[src/rtl/irrigation_zone_controller.sv]
// Multi-zone irrigation controller.
// Synchronises and debounces tank-level, soil and climate sensors. Flags an
// inconsistent tank level and raises the alarm. Drives the tank inlet valve with
// hysteresis, waters the zones round-robin with timed sprinkler/drip runs, and
// scans a 4-digit active-low 7-segment display.
// Optional feature: define RAIN_LOCKOUT_EN to add the `chuva` rain input. A
// debounced rain signal blocks and aborts runs like the alarm does, and shows
// 'C' on digit2 of the irrigation page.
// Ports:
//   clock, reset             rising-edge clock, async active-high reset
//   high, middle, low        tank probes (1 = water present)
//   umidadeDoSolo            per-zone soil moisture (1 = wet)
//   umidadeDoAr, temperatura 1 = humid air, 1 = hot
//   seletor                  display page: 0 = tank, 1 = irrigation
//   chuva                    rain sensor (RAIN_LOCKOUT_EN only)
//   erro, saidaDoAlarme      level inconsistency, low-water/erro alarm
//   ValvulaDeEntrada         tank inlet valve
//   ValvulaDeAspersao        sprinkler valves, one-hot or zero
//   ValvulaDeGotejamento     drip valves, one-hot or zero
//   segments, digits         {g,f,e,d,c,b,a} and digit enables, both active-low
module irrigation_zone_controller #(
  parameter int unsigned NUM_ZONES       = 4,
  parameter int unsigned DEBOUNCE_CYCLES = 4,
  parameter int unsigned SPRINK_CYCLES   = 100,
  parameter int unsigned DRIP_CYCLES     = 200,
  parameter int unsigned COOLDOWN_CYCLES = 10,
  parameter int unsigned SCAN_DIV        = 1000
) (
  input  logic                 clock,
  input  logic                 reset,
  input  logic                 high,
  input  logic                 middle,
  input  logic                 low,
  input  logic [NUM_ZONES-1:0] umidadeDoSolo,
  input  logic                 umidadeDoAr,
  input  logic                 temperatura,
  input  logic                 seletor,
`ifdef RAIN_LOCKOUT_EN
  input  logic                 chuva,
`endif
  output logic                 erro,
  output logic                 saidaDoAlarme,
  output logic                 ValvulaDeEntrada,
  output logic [NUM_ZONES-1:0] ValvulaDeAspersao,
  output logic [NUM_ZONES-1:0] ValvulaDeGotejamento,
  output logic [6:0]           segments,
  output logic [3:0]           digits
);

  // Sensor vector layout: 0 high, 1 middle, 2 low, 3 air, 4 temp, 5 rain, 6.. soil
  localparam int unsigned NI      = NUM_ZONES + 6;
  localparam int unsigned DCW     = $clog2(DEBOUNCE_CYCLES + 1);
  localparam int unsigned RUN_MAX = (SPRINK_CYCLES > DRIP_CYCLES) ? SPRINK_CYCLES : DRIP_CYCLES;
  localparam int unsigned CNT_MAX = (RUN_MAX > COOLDOWN_CYCLES) ? RUN_MAX : COOLDOWN_CYCLES;
  localparam int unsigned RCW     = $clog2(CNT_MAX + 1);
  localparam int unsigned ZW      = (NUM_ZONES > 1) ? $clog2(NUM_ZONES) : 1;
  localparam int unsigned ZW1     = ZW + 1;
  localparam int unsigned SCW     = (SCAN_DIV > 1) ? $clog2(SCAN_DIV) : 1;

  localparam logic [6:0] SEG_BLANK = 7'h7F;
  localparam logic [6:0] SEG_E     = 7'h06;
  localparam logic [6:0] SEG_A     = 7'h08;
  localparam logic [6:0] SEG_G     = 7'h42;
  localparam logic [6:0] SEG_DASH  = 7'h3F;
`ifdef RAIN_LOCKOUT_EN
  localparam logic [6:0] SEG_C     = 7'h46;
`endif

  typedef enum logic [1:0] {S_IDLE, S_SELECT, S_WATER, S_COOL} state_t;

  logic           chuva_raw;
  logic [NI-1:0]  raw, sync1, sync2, deb;
  logic [DCW-1:0] dcnt [NI];

`ifdef RAIN_LOCKOUT_EN
  assign chuva_raw = chuva;
`else
  assign chuva_raw = 1'b0;
`endif
  assign raw = {umidadeDoSolo, chuva_raw, temperatura, umidadeDoAr, low, middle, high};

  logic                 d_high, d_mid, d_low, d_ar, d_temp, d_chuva;
  logic [NUM_ZONES-1:0] d_soil, dry;
  logic                 erro_c, alarm_c, block_c;
  logic [1:0]           lvl;

  assign d_high  = deb[0];
  assign d_mid   = deb[1];
  assign d_low   = deb[2];
  assign d_ar    = deb[3];
  assign d_temp  = deb[4];
  assign d_chuva = deb[5];
  assign d_soil  = deb[NI-1:6];
  assign dry     = ~d_soil;
  assign erro_c  = (d_high & ~d_mid) | (d_mid & ~d_low);
  assign alarm_c = ~d_low | erro_c;
  assign block_c = alarm_c | d_chuva;
  assign lvl     = 2'(d_high) + 2'(d_mid) + 2'(d_low);

  state_t               state, state_n;
  logic [ZW-1:0]        zone, zone_n, ptr, ptr_n, pick;
  logic [ZW1-1:0]       cand;
  logic                 found, mode, mode_n;
  logic [RCW-1:0]       rcnt, rcnt_n;
  logic [NUM_ZONES-1:0] zone_oh, asp_n, got_n;
  logic                 inlet_n;
  logic [SCW-1:0]       scan, scan_n;
  logic [1:0]           idx, idx_n;
  logic [6:0]           seg_n;

  assign zone_oh = NUM_ZONES'(1) << zone;

  function automatic logic [6:0] seg7(input logic [3:0] v);
    case (v)
      4'd0: seg7 = 7'h40;
      4'd1: seg7 = 7'h79;
      4'd2: seg7 = 7'h24;
      4'd3: seg7 = 7'h30;
      4'd4: seg7 = 7'h19;
      4'd5: seg7 = 7'h12;
      4'd6: seg7 = 7'h02;
      4'd7: seg7 = 7'h78;
      4'd8: seg7 = 7'h00;
      4'd9: seg7 = 7'h10;
      default: seg7 = SEG_BLANK;
    endcase
  endfunction

  // First dry zone at or after the pointer, wrapping round
  always_comb begin
    found = 1'b0;
    pick  = '0;
    cand  = '0;
    for (int i = 0; i < NUM_ZONES; i++) begin
      cand = ZW1'(ptr) + ZW1'(i);
      if (cand >= ZW1'(NUM_ZONES)) cand = cand - ZW1'(NUM_ZONES);
      if (!found && dry[cand[ZW-1:0]]) begin
        found = 1'b1;
        pick  = cand[ZW-1:0];
      end
    end
  end

  // Scheduler next state and next valve values; valves drop on the exit cycle
  always_comb begin
    state_n = state;
    zone_n  = zone;
    mode_n  = mode;
    ptr_n   = ptr;
    rcnt_n  = rcnt;
    asp_n   = '0;
    got_n   = '0;
    case (state)
      S_IDLE: if (!block_c && (|dry)) state_n = S_SELECT;
      S_SELECT: begin
        if (block_c || !found) begin
          state_n = S_IDLE;
        end else begin
          state_n = S_WATER;
          zone_n  = pick;
          mode_n  = d_mid & (d_temp | ~d_ar);
          rcnt_n  = mode_n ? RCW'(SPRINK_CYCLES - 1) : RCW'(DRIP_CYCLES - 1);
          if (mode_n) asp_n = NUM_ZONES'(1) << pick;
          else        got_n = NUM_ZONES'(1) << pick;
        end
      end
      S_WATER: begin
        if (block_c || d_soil[zone] || rcnt == '0) begin
          state_n = S_COOL;
          rcnt_n  = RCW'(COOLDOWN_CYCLES - 1);
          ptr_n   = (zone == ZW'(NUM_ZONES - 1)) ? '0 : zone + ZW'(1);
        end else begin
          rcnt_n = rcnt - RCW'(1);
          if (mode) asp_n = zone_oh;
          else      got_n = zone_oh;
        end
      end
      S_COOL: begin
        if (rcnt == '0) state_n = S_IDLE;
        else            rcnt_n  = rcnt - RCW'(1);
      end
      default: state_n = S_IDLE;
    endcase
  end

  // Inlet hysteresis: open below middle, close at high or on a bad reading
  always_comb begin
    inlet_n = ValvulaDeEntrada;
    if (~d_mid & ~erro_c)      inlet_n = 1'b1;
    else if (d_high | erro_c)  inlet_n = 1'b0;
  end

  // Display scan and segment content for the digit about to be enabled
  always_comb begin
    scan_n = scan + SCW'(1);
    idx_n  = idx;
    if (scan == SCW'(SCAN_DIV - 1)) begin
      scan_n = '0;
      idx_n  = idx + 2'd1;
    end
    seg_n = SEG_BLANK;
    if (!seletor) begin
      if (idx_n == 2'd0) seg_n = erro_c ? SEG_E : seg7({2'b00, lvl});
      if (idx_n == 2'd3 && alarm_c) seg_n = SEG_A;
    end else begin
      if (idx_n == 2'd0) seg_n = (state == S_WATER) ? (mode ? SEG_A : SEG_G) : SEG_DASH;
      if (idx_n == 2'd1 && state == S_WATER) seg_n = seg7(4'(zone) + 4'd1);
`ifdef RAIN_LOCKOUT_EN
      if (idx_n == 2'd2 && d_chuva) seg_n = SEG_C;
`endif
    end
  end

  // All state and registered outputs
  always_ff @(posedge clock or posedge reset) begin
    if (reset) begin
      sync1                <= '0;
      sync2                <= '0;
      deb                  <= '0;
      for (int i = 0; i < NI; i++) dcnt[i] <= '0;
      state                <= S_IDLE;
      zone                 <= '0;
      ptr                  <= '0;
      mode                 <= 1'b0;
      rcnt                 <= '0;
      scan                 <= '0;
      idx                  <= 2'd0;
      erro                 <= 1'b0;
      saidaDoAlarme        <= 1'b0;
      ValvulaDeEntrada     <= 1'b0;
      ValvulaDeAspersao    <= '0;
      ValvulaDeGotejamento <= '0;
      segments             <= SEG_BLANK;
      digits               <= 4'b1110;
    end else begin
      sync1 <= raw;
      sync2 <= sync1;
      for (int i = 0; i < NI; i++) begin
        if (sync2[i] != deb[i]) begin
          if (dcnt[i] == DCW'(DEBOUNCE_CYCLES - 1)) begin
            deb[i]  <= sync2[i];
            dcnt[i] <= '0;
          end else begin
            dcnt[i] <= dcnt[i] + DCW'(1);
          end
        end else begin
          dcnt[i] <= '0;
        end
      end
      state                <= state_n;
      zone                 <= zone_n;
      ptr                  <= ptr_n;
      mode                 <= mode_n;
      rcnt                 <= rcnt_n;
      scan                 <= scan_n;
      idx                  <= idx_n;
      erro                 <= erro_c;
      saidaDoAlarme        <= alarm_c;
      ValvulaDeEntrada     <= inlet_n;
      ValvulaDeAspersao    <= asp_n;
      ValvulaDeGotejamento <= got_n;
      segments             <= seg_n;
      digits               <= ~(4'b0001 << idx_n);
    end
  end

endmodule
[config.mk]
export PLATFORM = sky130hd
export DESIGN_NAME = irrigation_zone_controller
export DESIGN_NICKNAME = d
export VERILOG_FILES = /design/src/rtl/irrigation_zone_controller.sv
export SDC_FILE = /design/constraint.sdc
export NUM_CORES = 1
export LEC_CHECK = 0
export BUFFER_PORTS_ARGS = -buffer_cell sky130_fd_sc_hd__buf_4
export CAP_MARGIN = 5
export CORE_MARGIN = 2
export CORE_UTILIZATION = 40
export DETAILED_ROUTE_END_ITERATION = 6
export PLACE_DENSITY = 0.69
export SLEW_MARGIN = 20
export SYNTH_ARGS = -nofsm -noshare
export SYNTH_HDL_FRONTEND = slang
export SYNTH_SLANG_ARGS = --single-unit
[constraint.sdc]
create_clock -name clock -period 3.07 [get_ports clock]
set_input_delay 0.1535 -clock clock [delete_from_list [all_inputs] [get_ports clock]]
set_output_delay 0.1535 -clock clock [all_outputs]
set_load 0.005 [all_outputs]
# Word level (Yosys, flattened, before mapping)
# Memory sizes are Yosys's and may differ from the RTL's.
# Index checks and enable logic that the tools add are counted.
# W data, S select, Z words.
[totals]
romBits = 112
n_memories = 1
mem_bits_rw = 0
input_bits = 12
out_inout_bits = 22
word_cells = 226
latch_bits = 0
reg_bits = 103
[memory_table]
columns = ["name", "words", "word_bits", "rd", "rd_ports_with_merged_regs", "write_ports", "line", "source"]
rows = [
  ["(no name shown)", 16, 7, 1, 0, 0, "114", "case (v)"],
]
[classes]
magnitude_cmp = 9
div_mod_pow = 0
bitwise_logic = 15
n_mul = 0
mux = 74
n_addsub = 23
n_shift = 3
n_eq_ne = 33
n_reduce_logical = 34
[op_table]
columns = ["operator", "count"]
rows = [
  ["$mux W7", 8],
  ["$mux W3", 18],
  ["$mux W4", 8],
  ["$mux W8", 4],
  ["$mux W2", 14],
  ["$pmux W7 S4", 1],
  ["$add A3 B1 Y3 const B", 9],
  ["$eq A3 B2 Y1 const B", 9],
  ["$pmux W8 S3", 1],
  ["$reduce_and A2 Y1", 11],
  ["$pmux W4 S2", 2],
  ["$lt A2 B3 Y1 const B", 5],
  ["$eq A2 B2 Y1 const B", 6],
  ["$shl A1 B2 Y4 const A", 3],
  ["$mux W1", 11],
  ["$add A10 B1 Y10 const B", 1],
  ["$bmux W1 S2", 5],
  ["$eq A10 B10 Y1 const B", 1],
  ["$mux W10", 1],
  ["$ne A2 B2 Y1 const B", 5],
  ["$ge A3 B3 Y1 const B", 3],
  ["$ne A1 B1 Y1", 9],
  ["$logic_not A8 Y1", 1],
  ["$not A4 Y4", 2],
  ["21 further kinds", 53],
]

# Depth between registers and ports, before layout
# Gate-level depths: netlist (run 1).
[depth]
ltp_word = 18
ltp_mapped = 8

# Worst setup path before layout (run 1)
# Ideal clock, no wire load.
[synth_timing]
kind = "reg-to-reg"
start = "register zone[0]"
end = "register rcnt[5]"
setup_time_ns = 0.066
slack_ns = 0.968
arrival_ns = 2.036
path_stages_with_launch = 7
path_cell_list = "dfrtp_1 -> mux4_2 -> a2111oi_4 -> a21oi_2 -> buf_6 -> o32ai_2 -> a22o_1"
[synth_via]
elab_chain_len = 6
[synth_rtl]
columns = ["item", "line", "source"]
rows = [
  ["start, declared", "101", "logic [ZW-1:0] zone, zone_n, ptr, ptr_n, pick;"],
  ["start signal, assigned", "251", "zone <= zone_n;"],
  ["$bmux W1 S2", "168", "if (block_c || d_soil[zone] || rcnt == '0) begin"],
  ["$mux W1 (not written as such)", "168", ""],
  ["$logic_or A1 B1 Y1 (2 in a row)", "168", ""],
  ["$mux W8", "168", ""],
  ["$pmux W8 S3", "153", "case (state)"],
  ["end signal, assigned", "254", "rcnt <= rcnt_n;"],
  ["end, declared", "104", "logic [RCW-1:0] rcnt, rcnt_n;"],
]
# Every way passes these cells. The select of a mux whose other input is x is not followed.
# A chain may end at the register's enable or synchronous reset.

# Worst setup path after layout (run 1)
[layout_timing]
start = "register rcnt[0]"
end = "register rcnt[5]"
[layout_via]
elab_chain_len = 4
[layout_rtl]
columns = ["item"]
rows = [
  ["parallel branches: the longest is 4 deep, another holds $sub A8 B1 Y8"],
]
# Parallel ways; which one is timed is not known. The select of a mux whose other input is x is not followed.

==> flow_metrics.py, run 1 <==
metrics = {
    "clock_network": {
        "cts_buffer_depth": 2,
        "htreeDepth": 3,
        "post_cts.repair.setup_buffers": 0,
        "cts_root_buf": "clkbuf_16",
        "cts_tree": "built",
        "clock_sinks": 107,
        "cts-resized-gates": 0,
        "clock_latency_ns": 0.35,
        "numCtsBuffers": 9,
        "path_clk_slew_ns": 0.07,
    },
    "sta": {
        "worst_pin_slew_ns": 0.676,
        "hold_violations": 0,
        "fin_setup_tns_ns": 0,
        "setup_violations": 0,
        "fmax_mhz": 428,
        "fin_crit_ns": 2.34,
        "slew_headroom": 0.537,
        "fin_skew_ns": 0.00432,
        "rsz0062_at_grt": "false",
        "worst_slack_ns": 0.733,
        "slew_viol_final": 0,
        "fin_crit_sh": 0.761,
        "holdWs_ns": 0.0147,
    },
    "pwr": {
        "p_int_mw": 3.15,
        "swShare": 0.350,
        "ir_drop_uv": 363,
        "power_density_nw_per_um2": 854,
        "switchingPower_mw": 1.70,
        "p_comb_frac": 0.335,
        "p_leak_nw": 2.54,
        "power.share.clock": 0.240,
        "seqPwrFrac": 0.425,
    },
    "route": {
        "drc_errors": 0,
        "drt_first_pass_iters": 5,
        "num_vias": 3279,
        "wire_per_inst_um": 14.6,
        "vias_per_cell": 5.30,
        "wirelength_mm": 9.05,
        "dr.first_iter.drc_count": 184,
        "ant_nets": 0,
    },
    "finish": {
        "nFillCells": 1051,
        "ff_latch_area_um2": 2690,
        "final_cells": 619,
        "area_growth_pct": 16.1,
        "drive_above_1_share": 0.174,
        "multi_input_area_um2": 2030,
        "final_core_util": 0.474,
        "fin_nets": 505,
        "antenna-diode-count": 0,
    },
    "synth": {
        "syn-instance-count": 422,
        "synth_area_per_cell_um2": 11.6,
        "synth_top_area_cell": "dfrtp_1",
        "ys_seq_elements": 107,
        "yosysWarnings": 0,
        "synth_top_cell_area_share": 0.497,
        "async_reset_ff_frac": 1.00,
        "synth_edf_count": 0,
        "ys_top_cells_by_area": "dfrtp_1, ha_1, dfstp_2",
        "ys_types": 63,
        "synth_nets": 460,
        "synth-main-ff-cell": "dfrtp_1",
        "synth_area_um2": 4890,
        "seq_area_frac_synth": 0.550,
    },
    "die": {
        "io_pins": 34,
        "fp.dieH_um": 115,
        "core_area_um2": 12000,
        "num_rows": 40,
        "die_area_um2": 13100,
        "start_util": 0.409,
        "die_width_um": 115,
    },
    "worst_setup_path": {
        "worstPathBufferInverterCount": 1,
        "end_kind": "flip-flop",
        "slowest_delay_ns": 0.49,
        "crit_slowest_cell": "nor4b_2",
        "path_cells": "inv_1 > ha_1 > nor4b_2 > a2111oi_4 > a21oi_2 > o32ai_2 > a22o_1",
        "cp.arrival_ns": 2.58,
        "path_max_fanout": 11,
        "cp_top_family": "compound AO/OA/AOI/OAI gates",
        "crit_type": "reg2reg",
        "cp.required_ns": 3.32,
        "cp-start-kind": "flip-flop",
    },
    "flow_run": {
        "maxCapViolations": 0,
    },
    "global_route": {
        "grt_start_max_net_pins": 58,
        "grt_pass1_wl_mm": 15.6,
        "gr-total-overflow": 0,
        "grt_pass1_vias": 3212,
        "track_usage": 0.154,
        "antenna_found_initial": 0,
    },
    "placement": {
        "dp_slack_ns": 0.781,
        "dpl.cell_count": 593,
        "gp_congestion": 0.873,
        "dpl.hpwl_mm": 6.51,
        "io_buffers": 33,
    },
    "status": {
        "status": "finished, final reports clean",
    },
    "hold_path": {
        "hold_path.class": "in2reg",
    },
}
[layer usage]
layer | GRT usage | vias up | wire length (um)
li1 | - | 1581 | -
met4 | 0.0724 | 0 | 222
met1 | 0.208 | 1606 | 4120
met5 | 0 | - | 0
met3 | 0.0381 | 15 | 412
met2 | 0.234 | 77 | 4290
[layout make-up]
class / instances / area share
clock buffers: 10 / 0.0421
clock inverters: 6 / 0.0112
inverters: 24 / 0.0163
multi-input cells: 278 / 0.357
flip-flops and latches: 107 / 0.474
well taps: 147 / 0.0324
repair buffers: 47 / 0.0666
[cells by family (layout without fill, tap and decap cells)]
group / Yosys count / in the layout / synth area share
adders and majority gates: 26 / 26 / 0.0681
xor gates and xnor gates: 18 / 18 / 0.0323
AOI/OAI and AO/OA: 83 / 83 / 0.126
DFF: 107 / 107 / 0.550
muxes: 13 / 13 / 0.0310
and+or+nand+nor: 138 / 138 / 0.157
buffers and inverters: 37 / 87 / 0.0346
[what timing repair did]
| action | in CTS | in global routing |
|---|---|---|
| hold endpoints to repair | 63 | 0 |
| endpoints found under the setup margin | 0 | 0 |
| hold buffers | 10 | 0 |
[Yosys cell counts (3+ instances only)]
| cell type | instances |
|---|---|
| a21boi_0 | 3 |
| a21oi_1 | 10 |
| a22o_1 | 5 |
| a31oi_1 | 4 |
| a32oi_1 | 4 |
| and2_1 | 3 |
| and3_1 | 3 |
| and3b_1 | 3 |
| buf_2 | 3 |
| buf_6 | 3 |
| clkbuf_1 | 4 |
| dfrtp_1 | 97 |
| dfstp_2 | 10 |
| ha_1 | 25 |
| inv_1 | 23 |
| mux2_2 | 7 |
| mux2i_1 | 5 |
| nand2_1 | 25 |
| nand2b_1 | 9 |
| nand3_1 | 7 |
| nand4_1 | 4 |
| nor2_1 | 24 |
| nor2b_1 | 14 |
| nor3_1 | 17 |
| nor3b_1 | 19 |
| o21a_1 | 6 |
| o21ai_0 | 12 |
| o21ai_1 | 6 |
| o2bb2ai_1 | 4 |
| o31ai_1 | 4 |
| o32ai_1 | 3 |
| xnor2_1 | 15 |
| xor2_1 | 3 |
[through the flow]
step                instance area, um^2  power, mW
floorplan                          4890       3.24
global placement                   5270       3.60
detailed placement                 5270       3.69
CTS                                5680       4.89
global route                       5680       5.21
finish                             5680       4.85
[worst paths after layout]
check	endpoint	slack [ns]	startpoint	cells past startpoint
setup / recovery	rcnt[5]	0.73	rcnt[0]	7
hold / removal	segments[3]	0.01	seletor	2
setup reg to reg	rcnt[5]	0.73	rcnt[0]	7
hold reg to reg	sync2[4]	0.35	sync1[4]	0
max in group asynchronous	digits[1]	1.75	reset	4
min in group asynchronous	dcnt[29]	0.46	reset	3
[registers in the layout, indices dropped and copies added, names as in the netlist, named ones only]
register,flops
dcnt,30
deb,10
scan,10
sync1,9
sync2,9
rcnt,8
segments,7
ValvulaDeAspersao,4
ValvulaDeGotejamento,4
digits,4
idx,2
ptr,2
zone,2
ValvulaDeEntrada,1
erro,1
mode,1
saidaDoAlarme,1
state,1
[power by group through the flow]
| stage | Combinational [mW] | Clock (mW) | Sequential (mW) |
|---|---|---|---|
| global route | 1.84 | 1.27 | 2.10 |
| detailed placement | 1.61 | 0 | 2.08 |
| global placement | 1.54 | 0 | 2.06 |
| floorplan | 1.27 | 0 | 1.97 |
| finish | 1.63 | 1.16 | 2.06 |
| CTS | 1.63 | 1.20 | 2.06 |
[layout by cell type, fill, tap and decap left out, types with 12 or more instances in the layout]
cell	n
o21ai_0	12
nor2b_1	14
ha_1	25
nor3_1	17
buf_4	37
inv_1	22
xnor2_1	15
nor3b_1	19
nor2_1	24
nand2_1	25
dfrtp_1	97
Note: power is estimated with default switching activity, not from simulation.
==> run 2: changes to the inputs <==
--- a/config.mk
+++ b/config.mk
@@ -10,7 +10,7 @@
 export CORE_MARGIN = 2
 export CORE_UTILIZATION = 40
 export DETAILED_ROUTE_END_ITERATION = 6
-export PLACE_DENSITY = 0.69
+export PLACE_DENSITY = 0.67
 export SLEW_MARGIN = 20
 export SYNTH_ARGS = -nofsm -noshare
 export SYNTH_HDL_FRONTEND = slang
==> constraint.sdc (replaced) <==
create_clock -name clock -period 2.2 [get_ports clock]
set_input_delay 0.11 -clock clock [delete_from_list [all_inputs] [get_ports clock]]
set_output_delay 0.11 -clock clock [all_outputs]
set_load 0.005 [all_outputs]
==> run 2 against run 1 <==
First-iteration DRC count is 40% lower. Non-clock buffer count is 15 higher. Via count is 0.12% higher. Flip-flop and latch count stayed put.
==> flow_metrics.py, run 2 (same netlist as run 1, synthesis figures left out) <==
metrics = {
    "pwr": {
        "switchingPower_mw": 2.33,
        "p_comb_frac": 0.353,
        "power.share.clock": 0.251,
        "p_int_mw": 4.69,
        "power_density_nw_per_um2": 1200,
        "swShare": 0.332,
        "seqPwrFrac": 0.396,
        "ir_drop_uv": 425,
        "p_leak_nw": 2.64,
    },
    "clock_network": {
        "path_clk_slew_ns": 0.06,
        "numCtsBuffers": 9,
        "htreeDepth": 3,
        "cts_tree": "built",
        "clock_sinks": 107,
        "cts_buffer_depth": 2,
        "cts_root_buf": "clkbuf_16",
        "clock_latency_ns": 0.35,
    },
    "sta": {
        "worst_slack_ns": 0.0858,
        "setup_violations": 0,
        "fin_crit_ns": 2.11,
        "fin_crit_sh": 0.961,
        "hold_violations": 0,
        "worst_pin_slew_ns": 0.729,
        "fin_skew_ns": 0.00858,
        "fmax_mhz": 473,
        "holdWs_ns": 0.347,
        "slew_viol_final": 0,
        "slew_headroom": 0.513,
    },
    "worst_setup_path": {
        "r2r-start": "rcnt[1]",
        "end_kind": "flip-flop",
        "path_cells": "inv_1 > ha_1 > nor4b_2 > buf_4 > a2111o_1 > nor3_1 > and2_1 > o21a_1",
        "cp_top_family": "simple AND/OR/NAND/NOR gates",
        "cp.required_ns": 2.48,
        "crit_type": "reg2reg",
        "reg2regPathDepth": 8,
        "cp.arrival_ns": 2.39,
        "r2r_end": "ValvulaDeGotejamento[1]",
        "crit_slowest_cell": "a2111o_1",
        "path_max_fanout": 5,
        "crit_end": "ValvulaDeGotejamento[1]",
        "r2r_setup_slack_ns": 0.09,
        "startpoint": "rcnt[1]",
        "cp-start-kind": "flip-flop",
        "cp_num_cells": 8,
        "slowest_delay_ns": 0.48,
        "worstPathBufferInverterCount": 2,
    },
    "finish": {
        "antenna-diode-count": 0,
        "regMostFlops": "dcnt",
        "final_area_um2": 5870,
        "final_common_cell": "dfrtp_1",
        "largest_reg_flops": 30,
        "area_growth_pct": 20.1,
        "mostFrequentLayoutCells": "dfrtp_1, buf_4, nand2_1, ha_1, nor2_1",
        "drive_above_1_share": 0.199,
        "reg.largest.list": "dcnt (30), deb (10), scan (10)",
        "fin_nets": 520,
        "final_cells": 634,
        "nFillCells": 1073,
    },
    "die": {
        "die_area_um2": 13100,
        "core_area_um2": 12000,
        "start_util": 0.409,
        "num_rows": 40,
        "io_pins": 34,
        "die_width_um": 115,
        "fp.dieH_um": 115,
    },
    "route": {
        "dr_wl_met2_mm": 4.17,
        "wl_met3_um": 313,
        "vias_per_cell": 5.18,
        "wirelength_mm": 8.95,
        "drc_errors": 0,
        "m1WireLength_mm": 4.16,
        "ant_nets": 0,
        "wire_per_inst_um": 14.1,
        "num_vias": 3283,
        "dr.first_iter.drc_count": 110,
        "top_layer": "met4",
        "drt_first_pass_iters": 4,
    },
    "placement": {
        "dpl-instance-area_um2": 5390,
        "gp_congestion": 0.868,
        "dpl.cell_count": 605,
        "dp_slack_ns": 0.0890,
        "dpl.hpwl_mm": 6.49,
        "io_buffers": 33,
    },
    "global_route": {
        "grt_pass1_wl_mm": 15.7,
        "grt_pass1_vias": 3319,
        "grt_start_max_net_pins": 41,
        "antenna_found_initial": 0,
        "gr-total-overflow": 0,
        "track_usage": 0.152,
    },
    "flow_run": {
        "maxCapViolations": 0,
    },
    "hold_path": {
        "hold_path.class": "reg2reg",
    },
    "status": {
        "status": "finished, final reports clean",
    },
}
## run 2: cell type report
cell class                 instances  area, um^2  share of cell area
sequential                       107        2690               0.458
multi-input combinational        278        2040               0.348
timing repair buffer              62         522              0.0889
clock buffer                      13         270              0.0460
tap                              147         184              0.0313
inverter                          24        93.8              0.0160
clock inverter                     3        68.8              0.0117
## run 2: how the worst min path moves through the flow
| stage | from | end | slack (ns) | cells past startpoint |
|---|---|---|---|---|
| 3_3_place_gp | umidadeDoSolo[2] | sync1[8] | 0.22 | 1 |
| 3_5_place_dp | umidadeDoSolo[1] | sync1[7] | 0.22 | 1 |
| 6_report | sync1[7] | sync2[7] | 0.35 | 0 |
| 4_1_cts | sync1[7] | sync2[7] | 0.35 | 0 |
| 5_1_grt | sync1[1] | sync2[1] | 0.36 | 0 |
| 2_1_floorplan | high | sync1[0] | 0.14 | 0 |
## run 2: what timing repair did
action / 4_1_cts / 5_1_grt
endpoints found under the setup margin: 0 / 4
hold endpoints to repair: 32 / 0
resized for setup: 0 / 3
setup buffers: 0 / 2
hold buffers: 11 / 0
## run 2: power groups by stage
| stage | registers (mW) | logic (mW) | clock network, mW |
|---|---|---|---|
| 6_report | 2.78 | 2.48 | 1.77 |
| 5_1_grt | 2.84 | 2.80 | 1.90 |
| 4_1_cts | 2.77 | 2.45 | 1.82 |
| 3_5_place_dp | 2.81 | 2.43 | 0 |
| 3_3_place_gp | 2.78 | 2.34 | 0 |
| 2_1_floorplan | 2.74 | 1.77 | 0 |
## run 2: stage by stage
stage           util  TNS [ns]  power [mW]
2_1_floorplan      -         0        4.52
3_3_place_gp   0.451         0        5.12
3_5_place_dp   0.451         0        5.24
4_1_cts        0.488         0        7.04
5_1_grt        0.491   -0.0167        7.54
6_report       0.491         0        7.02
## run 2: metal layers
| layer | track usage | vias up |
|---|---|---|
| met3 | 0.0281 | 20 |
| met4 | 0.0870 | 0 |
| met5 | 0 | - |
| li1 | - | 1615 |
| met1 | 0.202 | 1585 |
| met2 | 0.233 | 63 |
